File: src/rtl/lvds_fifo_pkg.sv
// -----------------------------------------------------------------------------
// lvds_fifo_pkg
// Shared definitions for the LVDS receive FIFO controller that fronts a
// 32x512 two-port SRAM.
//   DEF_DW        : default data width (SRAM word width)
//   DEF_AW        : default SRAM address width
//   DEF_DEPTH     : default SRAM depth, 2**DEF_AW
//   DEF_AFULL_LVL : default almost-full threshold on the SRAM word count
//   buf_cnt_t     : occupancy type of the 2-entry output skid buffer
// -----------------------------------------------------------------------------
package lvds_fifo_pkg;

   localparam int DEF_DW        = 32;
   localparam int DEF_AW        = 9;
   localparam int DEF_DEPTH     = 1 << DEF_AW;
   localparam int DEF_AFULL_LVL = 480;

   // Output skid buffer holds 0, 1 or 2 words.
   typedef logic [1:0] buf_cnt_t;
   localparam buf_cnt_t BUF_DEPTH = 2'd2;

endpackage : lvds_fifo_pkg

File: src/rtl/lvds_fifo_outbuf.sv
// -----------------------------------------------------------------------------
// lvds_fifo_outbuf
// Two-entry output skid buffer placed after the SRAM read port. The head
// register drives out_data directly, so out_data keeps the last word shown
// when the buffer empties.
// Ports:
//   clk, rst         : clock, synchronous active-high reset
//   push, push_data  : word returning from the SRAM this cycle
//   pop              : consumer takes the head word (ignored when empty)
//   out_valid        : buffer holds at least one word
//   out_data         : head word
//   cnt              : current occupancy (0..2)
// -----------------------------------------------------------------------------
module lvds_fifo_outbuf
   import lvds_fifo_pkg::*;
#(
   parameter int DW = DEF_DW
) (
   input  logic          clk,
   input  logic          rst,
   input  logic          push,
   input  logic [DW-1:0] push_data,
   input  logic          pop,
   output logic          out_valid,
   output logic [DW-1:0] out_data,
   output buf_cnt_t      cnt
);

   logic [DW-1:0] head_q;
   logic [DW-1:0] skid_q;
   buf_cnt_t      cnt_q;
   logic          pop_ok;
   logic          push_ok;

   assign pop_ok  = pop && (cnt_q != 2'd0);
   // The read scheduler never over-fills the buffer; a push into a full
   // buffer is only accepted when the head leaves in the same cycle.
   assign push_ok = push && ((cnt_q != BUF_DEPTH) || pop_ok);

   always_ff @(posedge clk) begin
      if (rst) begin
         head_q <= '0;
         skid_q <= '0;
         cnt_q  <= 2'd0;
      end else begin
         case (cnt_q)
            2'd0: begin
               if (push_ok) head_q <= push_data;
            end
            2'd1: begin
               // Head leaves and a new word arrives: new word becomes head.
               if (push_ok && pop_ok) head_q <= push_data;
               else if (push_ok)      skid_q <= push_data;
            end
            2'd2: begin
               if (pop_ok)  head_q <= skid_q;
               if (push_ok) skid_q <= push_data;
            end
            default: ;
         endcase
         cnt_q <= cnt_q + buf_cnt_t'(push_ok) - buf_cnt_t'(pop_ok);
      end
   end

   assign out_valid = (cnt_q != 2'd0);
   assign out_data  = head_q;
   assign cnt       = cnt_q;

endmodule : lvds_fifo_outbuf

File: src/rtl/lvds_sram_fifo_ctrl.sv
// -----------------------------------------------------------------------------
// lvds_sram_fifo_ctrl
// FIFO controller around an external 32x512 two-port SRAM (one clock drives
// both SRAM ports). Input words are written straight into the SRAM; reads are
// issued ahead into a 2-entry skid buffer so the output sustains one word per
// cycle despite the one-cycle SRAM read latency.
//
// Handshake: a transfer happens on a rising edge where valid && ready are both
// high; valid must not depend on ready, data is only meaningful with valid.
//
// Ports:
//   clk, rst                     : clock, synchronous active-high reset
//   in_valid, in_ready, in_data  : input stream
//   out_valid, out_ready, out_data : output stream
//   wd, waddr, wen               : SRAM write port
//   raddr, rd                    : SRAM read port (rd valid one cycle later)
//   level                        : words held in SRAM (0..2**AW)
//   afull                        : level >= AFULL_LVL
//   drop_cnt                     : dropped-word count (SRAM_FIFO_DROP_EN only)
//
// Build option SRAM_FIFO_DROP_EN: the input cannot be stalled; in_ready stays
// high outside reset and words arriving while the SRAM is full are dropped
// and counted in drop_cnt (saturating).
// -----------------------------------------------------------------------------
module lvds_sram_fifo_ctrl
   import lvds_fifo_pkg::*;
#(
   parameter int DW        = DEF_DW,
   parameter int AW        = DEF_AW,
   parameter int AFULL_LVL = DEF_AFULL_LVL
) (
   input  logic          clk,
   input  logic          rst,
   input  logic          in_valid,
   output logic          in_ready,
   input  logic [DW-1:0] in_data,
   output logic          out_valid,
   input  logic          out_ready,
   output logic [DW-1:0] out_data,
   output logic [DW-1:0] wd,
   output logic [AW-1:0] waddr,
   output logic          wen,
   output logic [AW-1:0] raddr,
   input  logic [DW-1:0] rd,
   output logic [AW:0]   level,
   output logic          afull
`ifdef SRAM_FIFO_DROP_EN
   ,
   output logic [15:0]   drop_cnt
`endif
);

   localparam int          DEPTH     = 1 << AW;
   localparam logic [AW:0] LVL_FULL  = (AW+1)'(DEPTH);
   localparam logic [AW:0] LVL_AFULL = (AW+1)'(AFULL_LVL);
   localparam logic [AW:0] LVL_ONE   = (AW+1)'(1);
   localparam logic [AW-1:0] PTR_ONE = AW'(1);

   logic [AW-1:0] wr_ptr;
   logic [AW-1:0] rd_ptr;
   logic [AW:0]   level_q;
   logic          in_flight;
   buf_cnt_t      buf_cnt;
   logic          full;
   logic          empty;
   logic          wr_fire;
   logic          rd_fire;
   logic          pop;
   logic [2:0]    slots_used;

   assign full  = (level_q == LVL_FULL);
   assign empty = (level_q == '0);

`ifdef SRAM_FIFO_DROP_EN
   assign in_ready = !rst;
`else
   assign in_ready = !full && !rst;
`endif

   // Only the SRAM fullness gates the write; in drop mode in_ready is high
   // even when full, and those words are simply not written.
   assign wr_fire = in_valid && !full && !rst;

   assign pop = out_valid && out_ready;

   // Output-side slots committed after this cycle: words buffered, plus the
   // word returning from the SRAM, minus the word leaving. Counting the pop
   // lets a new read issue every cycle while the consumer keeps up.
   assign slots_used = {1'b0, buf_cnt} + {2'b00, in_flight} - {2'b00, pop};

   // level counts only words committed at earlier edges, so a read can never
   // target the address being written in the same cycle.
   assign rd_fire = !empty && !rst && (slots_used < 3'd2);

   assign wen   = wr_fire;
   assign waddr = wr_ptr;
   assign wd    = in_data;
   assign raddr = rd_ptr;
   assign level = level_q;
   assign afull = (level_q >= LVL_AFULL);

   always_ff @(posedge clk) begin
      if (rst) begin
         wr_ptr    <= '0;
         rd_ptr    <= '0;
         level_q   <= '0;
         in_flight <= 1'b0;
      end else begin
         if (wr_fire) wr_ptr <= wr_ptr + PTR_ONE;
         if (rd_fire) rd_ptr <= rd_ptr + PTR_ONE;
         in_flight <= rd_fire;
         case ({wr_fire, rd_fire})
            2'b10:   level_q <= level_q + LVL_ONE;
            2'b01:   level_q <= level_q - LVL_ONE;
            default: ;
         endcase
      end
   end

`ifdef SRAM_FIFO_DROP_EN
   always_ff @(posedge clk) begin
      if (rst) begin
         drop_cnt <= '0;
      end else if (in_valid && full && (drop_cnt != 16'hFFFF)) begin
         drop_cnt <= drop_cnt + 16'd1;
      end
   end
`endif

   // A word returning during the reset cycle is discarded by the buffer's
   // own reset, which has priority over push.
   lvds_fifo_outbuf #(
      .DW (DW)
   ) u_outbuf (
      .clk       (clk),
      .rst       (rst),
      .push      (in_flight),
      .push_data (rd),
      .pop       (pop),
      .out_valid (out_valid),
      .out_data  (out_data),
      .cnt       (buf_cnt)
   );

endmodule : lvds_sram_fifo_ctrl

File: config.mk
export PLATFORM = sky130hd
export DESIGN_NAME = lvds_sram_fifo_ctrl
export DESIGN_NICKNAME = d
export VERILOG_FILES = /design/src/rtl/lvds_fifo_pkg.sv /design/src/rtl/lvds_fifo_outbuf.sv /design/src/rtl/lvds_sram_fifo_ctrl.sv
export SDC_FILE = /design/constraint.sdc
export NUM_CORES = 1
export LEC_CHECK = 0
export ABC_AREA = 1
export CORE_UTILIZATION = 52
export DETAILED_ROUTE_END_ITERATION = 12
export PLACE_DENSITY = 0.84
export SLEW_MARGIN = 25
export SYNTH_ARGS = -nofsm -noshare
export SYNTH_HDL_FRONTEND = slang
export SYNTH_HIERARCHICAL = 1
export SYNTH_SLANG_ARGS = --single-unit
export TNS_END_PERCENT = 100
File: constraint.sdc
create_clock -name clk -period 6.55 [get_ports clk]
set_input_delay 1.31 -clock clk [delete_from_list [all_inputs] [get_ports clk]]
set_output_delay 1.31 -clock clk [all_outputs]
set_load 0.02 [all_outputs]
; Yosys cells after proc, flatten, opt, wreduce, memory -nomap -nowiden
; Index checks and enable logic that the tools add are counted.
; Widths: inputs -> output; s select.
[classes]
addsub = 8
order_cmp = 2
n_eq_ne = 10
mux = 8
n_reduce_logical = 21
[ops]
columns = operator, count
row1 = $mux 32, 5
row2 = $pmux 32 s3, 1
row3 = $pmux 32 s2, 1
row4 = $pmux 10 s2, 1
row5 = $add 9x1->9 const B, 2
row6 = $add 10x1->10 const B, 1
row7 = $eq 10x10->1 const B, 1
row8 = $ge 10x9->1 const B, 1
row9 = $logic_not 10->1, 1
row10 = $sub 10x1->10 const B, 1
row11 = $logic_and 1x1->1, 9
row12 = $ne 2x1->1 const B, 3
row13 = $reduce_bool 2->1, 3
row14 = $eq 2x1->1 const B, 2
row15 = $eq 2x2->1 const B, 2
row16 = $ne 2x2->1 const B, 2
row17 = $reduce_and 4->1, 1
row18 = $add 2x1->3, 1
row19 = $logic_not 1->1, 3
row20 = $lt 3x2->1 const B, 1
row21 = $reduce_bool 3->1, 1
row22 = $sub 3x1->3, 1
row23 = $add 2x1->2, 1
row24 = $logic_not 2->1, 1
row25 = other kinds (3), 3
[totals]
regBits = 95
output_inout_bits = 96
word_cells = 56

; Depth between registers and ports, before layout
[depth]
word_depth = 8
ltp_mapped = 27
mapped_depth_nobuf = 26

; Hierarchy
; The synthesis kept the hierarchy.
[by_module_without_submodules]
columns = mod, n_inst, cells_per_inst, area_per_inst_um2, seq_area_each_um2
row1 = lvds_fifo_outbuf, 1, 546, 3278.1, 1321.3
row2 = lvds_sram_fifo_ctrl, 1, 338, 2331.0, 580.6

; Least setup slack after synthesis
; OpenSTA, ideal clock, no wires.
[synth_timing]
path_type = input to register
start = input out_ready
end = register level_q[7], in the netlist level[7]
t_arrival_ns = 3.994
t_required_ns = 6.441
path_slack_ns = 2.446
stages = 20
n_path_buf = 0
path_cell_list = nand2_1 inv_1 ha_1 inv_1 nand2_1 fa_1 nand2_1 nor2_4 nand2_4 inv_1 ha_1 ha_1 a21oi_1 nor2_1 nor2_1 nand2_1 nand2_1 nand3_1 nand2_1 inv_1
[synth_via]
elab_chain_cells = 6
word_cells_on_any_way = 8
[synth_rtl]
columns = element, line
row1 = from (decl), lvds_sram_fifo_ctrl.sv:38  ; input logic out_ready,
row2 = $logic_and 1x1->1 (*), lvds_sram_fifo_ctrl.sv:84  ; assign pop = out_valid && out_ready;
row3 = named net pop, lvds_sram_fifo_ctrl.sv:68  ; logic pop;
row4 = $sub 3x1->3 (*), lvds_sram_fifo_ctrl.sv:89  ; assign slots_used = {1'b0, buf_cnt} + {2'b00, in_flight} - {2'b00, pop};
row5 = $lt 3x2->1 (*), lvds_sram_fifo_ctrl.sv:93  ; assign rd_fire = !empty && !rst && (slots_used < 3'd2);
row6 = $logic_and 1x1->1 (*), lvds_sram_fifo_ctrl.sv:93
row7 = named net rd_fire, lvds_sram_fifo_ctrl.sv:67  ; logic rd_fire;
row8 = $eq 2x1->1 / $eq 2x2->1 (equally long branches), lvds_sram_fifo_ctrl.sv:112  ; case ({wr_fire, rd_fire})
row9 = $pmux 10 s2 / $reduce_bool 2->1 (equally long branches), -
row10 = to (signal assigned), lvds_sram_fifo_ctrl.sv:113  ; 2'b10: level_q <= level_q + LVL_ONE;
row11 = to (signal assigned), lvds_sram_fifo_ctrl.sv:114  ; 2'b01: level_q <= level_q - LVL_ONE;
row12 = to (decl), lvds_sram_fifo_ctrl.sv:61  ; logic [AW:0] level_q;
; The timed path passes the listed nets; every way through them passes the cells marked *.
; A chain may end at the register's enable or synchronous reset.

; Worst setup path after layout
; Ends and elaborated chain as after synthesis.

==> key figures <==
STA
  – Max_slew headroom: approximately two fifths
  – Tmin final: 4.641 ns
  – Final Setup Violations: 0
  – Crit share post-route: 70.86%
  – RSZ-0062 raised after global routing: false
  – Clock skew: 0.01511 ns
  – Fmax: 215.5 MHz
  – Final WS setup: 1.909 ns
  – Measured slew at the worst slew-check pin: 0.8746 ns
  – Slew Limit Fails: 0
  – Hold Fails Final Rpt: 0
  – Setup TNS: 0 ns

Critical path
  – CP endpoint kind: flop
  – Reg2reg start: u_outbuf/cnt[0]
  – CP required: a little under 7 ns
  – Critical setup path kind: in -> reg
  – Critical path origin: out_ready
  – FF-to-FF setup slack: 2.53 ns
  – Worst r2r path cells: 22
  – Worst endpoint data arrival time: between 4 and 5 ns
  – RR Endpoint: level[7]
  – Critical Path End: level[7]
  – Worst-path fanout max: 11
  – Startpoint Class: input pin

Clocking
  – Setup bufs post-CTS: 0
  – Clock root cell: clkbuf_8
  – # hold bufs at CTS: 0
  – CTS tree: built
  – CTS sink cnt: 95
  – Htree depth: 3
  – Clock slew at reported path FFs: 0.10 ns
  – Clock Latency Late Sink: 0.37 ns
  – Clock Tree Buf Depth: 2
  – Total CTS buffers: 9
  – Post_cts resized: 0

Route
  – Initial DRT Pass Iterations: 5
  – Post-Route WL: 12.53 mm
  – Total number of vias: 5221
  – DR DRC count: 0
  – Iter 0 DRT Violations: around 250
  – ANT nets after route: 0
  – Routed wire per std cell: 11.72 microns
  – Drt via density: slightly below 5

Logic synthesis
  – Top cells by area, synth: dfxtp_1, nand2_1, nor2_1
  – Syn Inst Count: 884
  – Post-synthesis register bit count: 95
  – Syn. warnings: 6
  – FFs w/ async S/R, synth: 0%
  – Most instantiated cells after synthesis: nand2_1, nor2_1, inv_1
  – Synth unique cells: 31
  – Cell taking the most area after synthesis: dfxtp_1
  – Sequential element share of the synthesized area: 33.91%
  – Mean Syn Cell Area: 6.345 sq um
  – EDFF count, synth: 0
  – Count leader, synth: nand2_1
  – Yosys top cell area share: 33.91%
  – Syn Nets: 968
  – Most used DFF post-synth: dfxtp_1
  – Synth Cell Area: approximately 5600 sq um

Final layout
  – Synthesis-to-finish area growth: 16.80%
  – Final Util: 63.18%
  – Non-filler instance count after layout: roughly 1100
  – Antenna diode count: 0
  – Share of post-route cells with drive strength above 1: 5.788%
  – Fin nets: 1012

Floorplanning
  – Starting density of the core: 54.09%
  – Core area: 10370 sq um
  – Number of placement rows: 37
  – Overall die width: about 110 microns
  – Number of top-level pins: 164
  – Die H: 105.9 microns
  – Die area: 11210 sq um

Pwr
  – Sw frac: ~47%
  – Clk pwr share: between 10% and 20%
  – P_leak: 3.221 nW
  – NetSw: 1.298 mW
  – Internal Pwr Total: 1.435 mW
  – Flop pwr share: 30.8%
  – Power density over the cells: 417.1 nW/um^2
  – Maximum VDD drop: 257.0 uV
  – Power Total: 2.733 mW
  – Comb power frac: 55.3%

Placement
  – Placed insts: roughly 1100
  – Post-DP HPWL: 8.109 mm
  – IO buf count: around 100
  – Routability cong.: between 0.9 and 1
  – Setup WS pre-CTS: 1.551 ns

GRT
  – GRT busiest layer: met2
  – Vias in the first global route: 4736
  – GR Util met3: 3.772%
  – GR Util met1: between 30% and 40%
  – Gr ovfl total: 0
  – Largest net degree at the start of global routing: 66
  – First-pass GRT wire length: 21.20 mm
  – Antenna violations before repair: 0
  – Total routing usage reported by global routing: 22.91%
  – Met2 Track Usage GR: 37.16%

Worst hold path
  – Hold Crit Class: reg -> reg

Job
  – Max-cap viol count: 0

Outcome
  – Status: finished clean
state kept, by name, summed over array words and instances (netlist names):
register / cells
in_flight: 1
level: 10
raddr: 9
u_outbuf/cnt: 2
u_outbuf/out_data: 32
u_outbuf/skid_q: 32
waddr: 9
area by class of cell:
cell class	count	area [sq um]
Sequential cell	95	1902
Tap cell	136	170.2
Inverter	122	459.2
Timing Repair Buffer	104	1028
Clock buffer	9	123.9
Fill cell	980	3819
Multi-Input combinational cell	596	2806
Clock inverter	7	61.31
power by group through the flow:
stage | Sequential [mW] | Combinational [mW] | Clock (mW)
floorplan | 0.954 | 1.05 | 0
global route | 0.865 | 1.70 | 0.410
detailed placement | 0.856 | 1.50 | 0
finish | 0.842 | 1.51 | 0.379
CTS | 0.843 | 1.51 | 0.386
global placement | 0.851 | 1.48 | 0
cell families (layout without fill, tap and decap cells):
family	count (synthesis)	count (layout)	share of synthesized area, %
and+or+nand+nor	528	528	39.88
buffers and inverters	193	242	16.11
DFF	95	95	33.91
AOI/OAI and AO/OA	40	40	4.394
adders and majority gates	16	16	3.837
xor gates and xnor gates	12	12	1.874
per-stage QoR:
step                instance area [sq um]  hold slack (ns)
finish                               6551           0.4901
global route                         6551           0.5158
CTS                                  6550           0.4919
detailed placement                   6365           0.4719
global placement                     6362           0.4647
floorplan                            5609           0.4559
how the worst min path moves through the flow:
stage	start	endpoint	slack [ns]	cells past startpoint
global route	u_outbuf/skid_q[22]	u_outbuf/skid_q[22]	0.52	2
detailed placement	u_outbuf/skid_q[8]	u_outbuf/skid_q[8]	0.47	2
finish	u_outbuf/skid_q[4]	u_outbuf/skid_q[4]	0.49	2
floorplan	u_outbuf/skid_q[0]	u_outbuf/skid_q[0]	0.46	2
global placement	u_outbuf/skid_q[19]	u_outbuf/skid_q[19]	0.46	2
CTS	u_outbuf/skid_q[4]	u_outbuf/skid_q[4]	0.49	2
worst max-delay path, cell delays in order:
cell,delay (ns)
clkdlybuf4s50_1,0.45
nand2_1,0.04
inv_1,0.07
ha_1,0.22
inv_1,0.05
nand2_1,0.05
fa_1,0.48
nand2_1,0.08
nor2_4,0.23
nand2_4,0.17
inv_1,0.13
ha_1,0.45
ha_1,0.38
a21oi_1,0.31
nor2_1,0.07
nor2_1,0.14
nand2_1,0.06
nand2_1,0.06
nand3_1,0.06
nand2_1,0.07
inv_1,0.03
placed cells by master (no fill, tap or decap):
cell type and n:
nand2_1 239, nor2_1 159, inv_1 118, clkdlybuf4s50_1 99, nand3_1 96, dfxtp_1 95
a21oi_1 15, ha_1 14, nand4_1 11, xor2_1 10, a21oi_2 10, clkbuf_8 9
o21ai_0 8, nand2_2 8, buf_4 5, o21ai_1 4, nand3b_1 4, nand3_2 3
inv_2 3, nand2_4 3, inv_6 3, nor2_2 2, nor2_4 2, xnor2_1 2
fa_1 2, inv_8 2, clkinv_2 2, nand3_4 1, o41ai_1 1, o21a_1 1
a21o_1 1, clkinvlp_4 1
per-layer routing:
layer,wire length (microns),share of wire (%)
met1,6028,48
met2,5550,44
met3,701,5.6
met4,245,2.0
met5,0,0
Note: power is estimated with default switching activity, not from simulation.
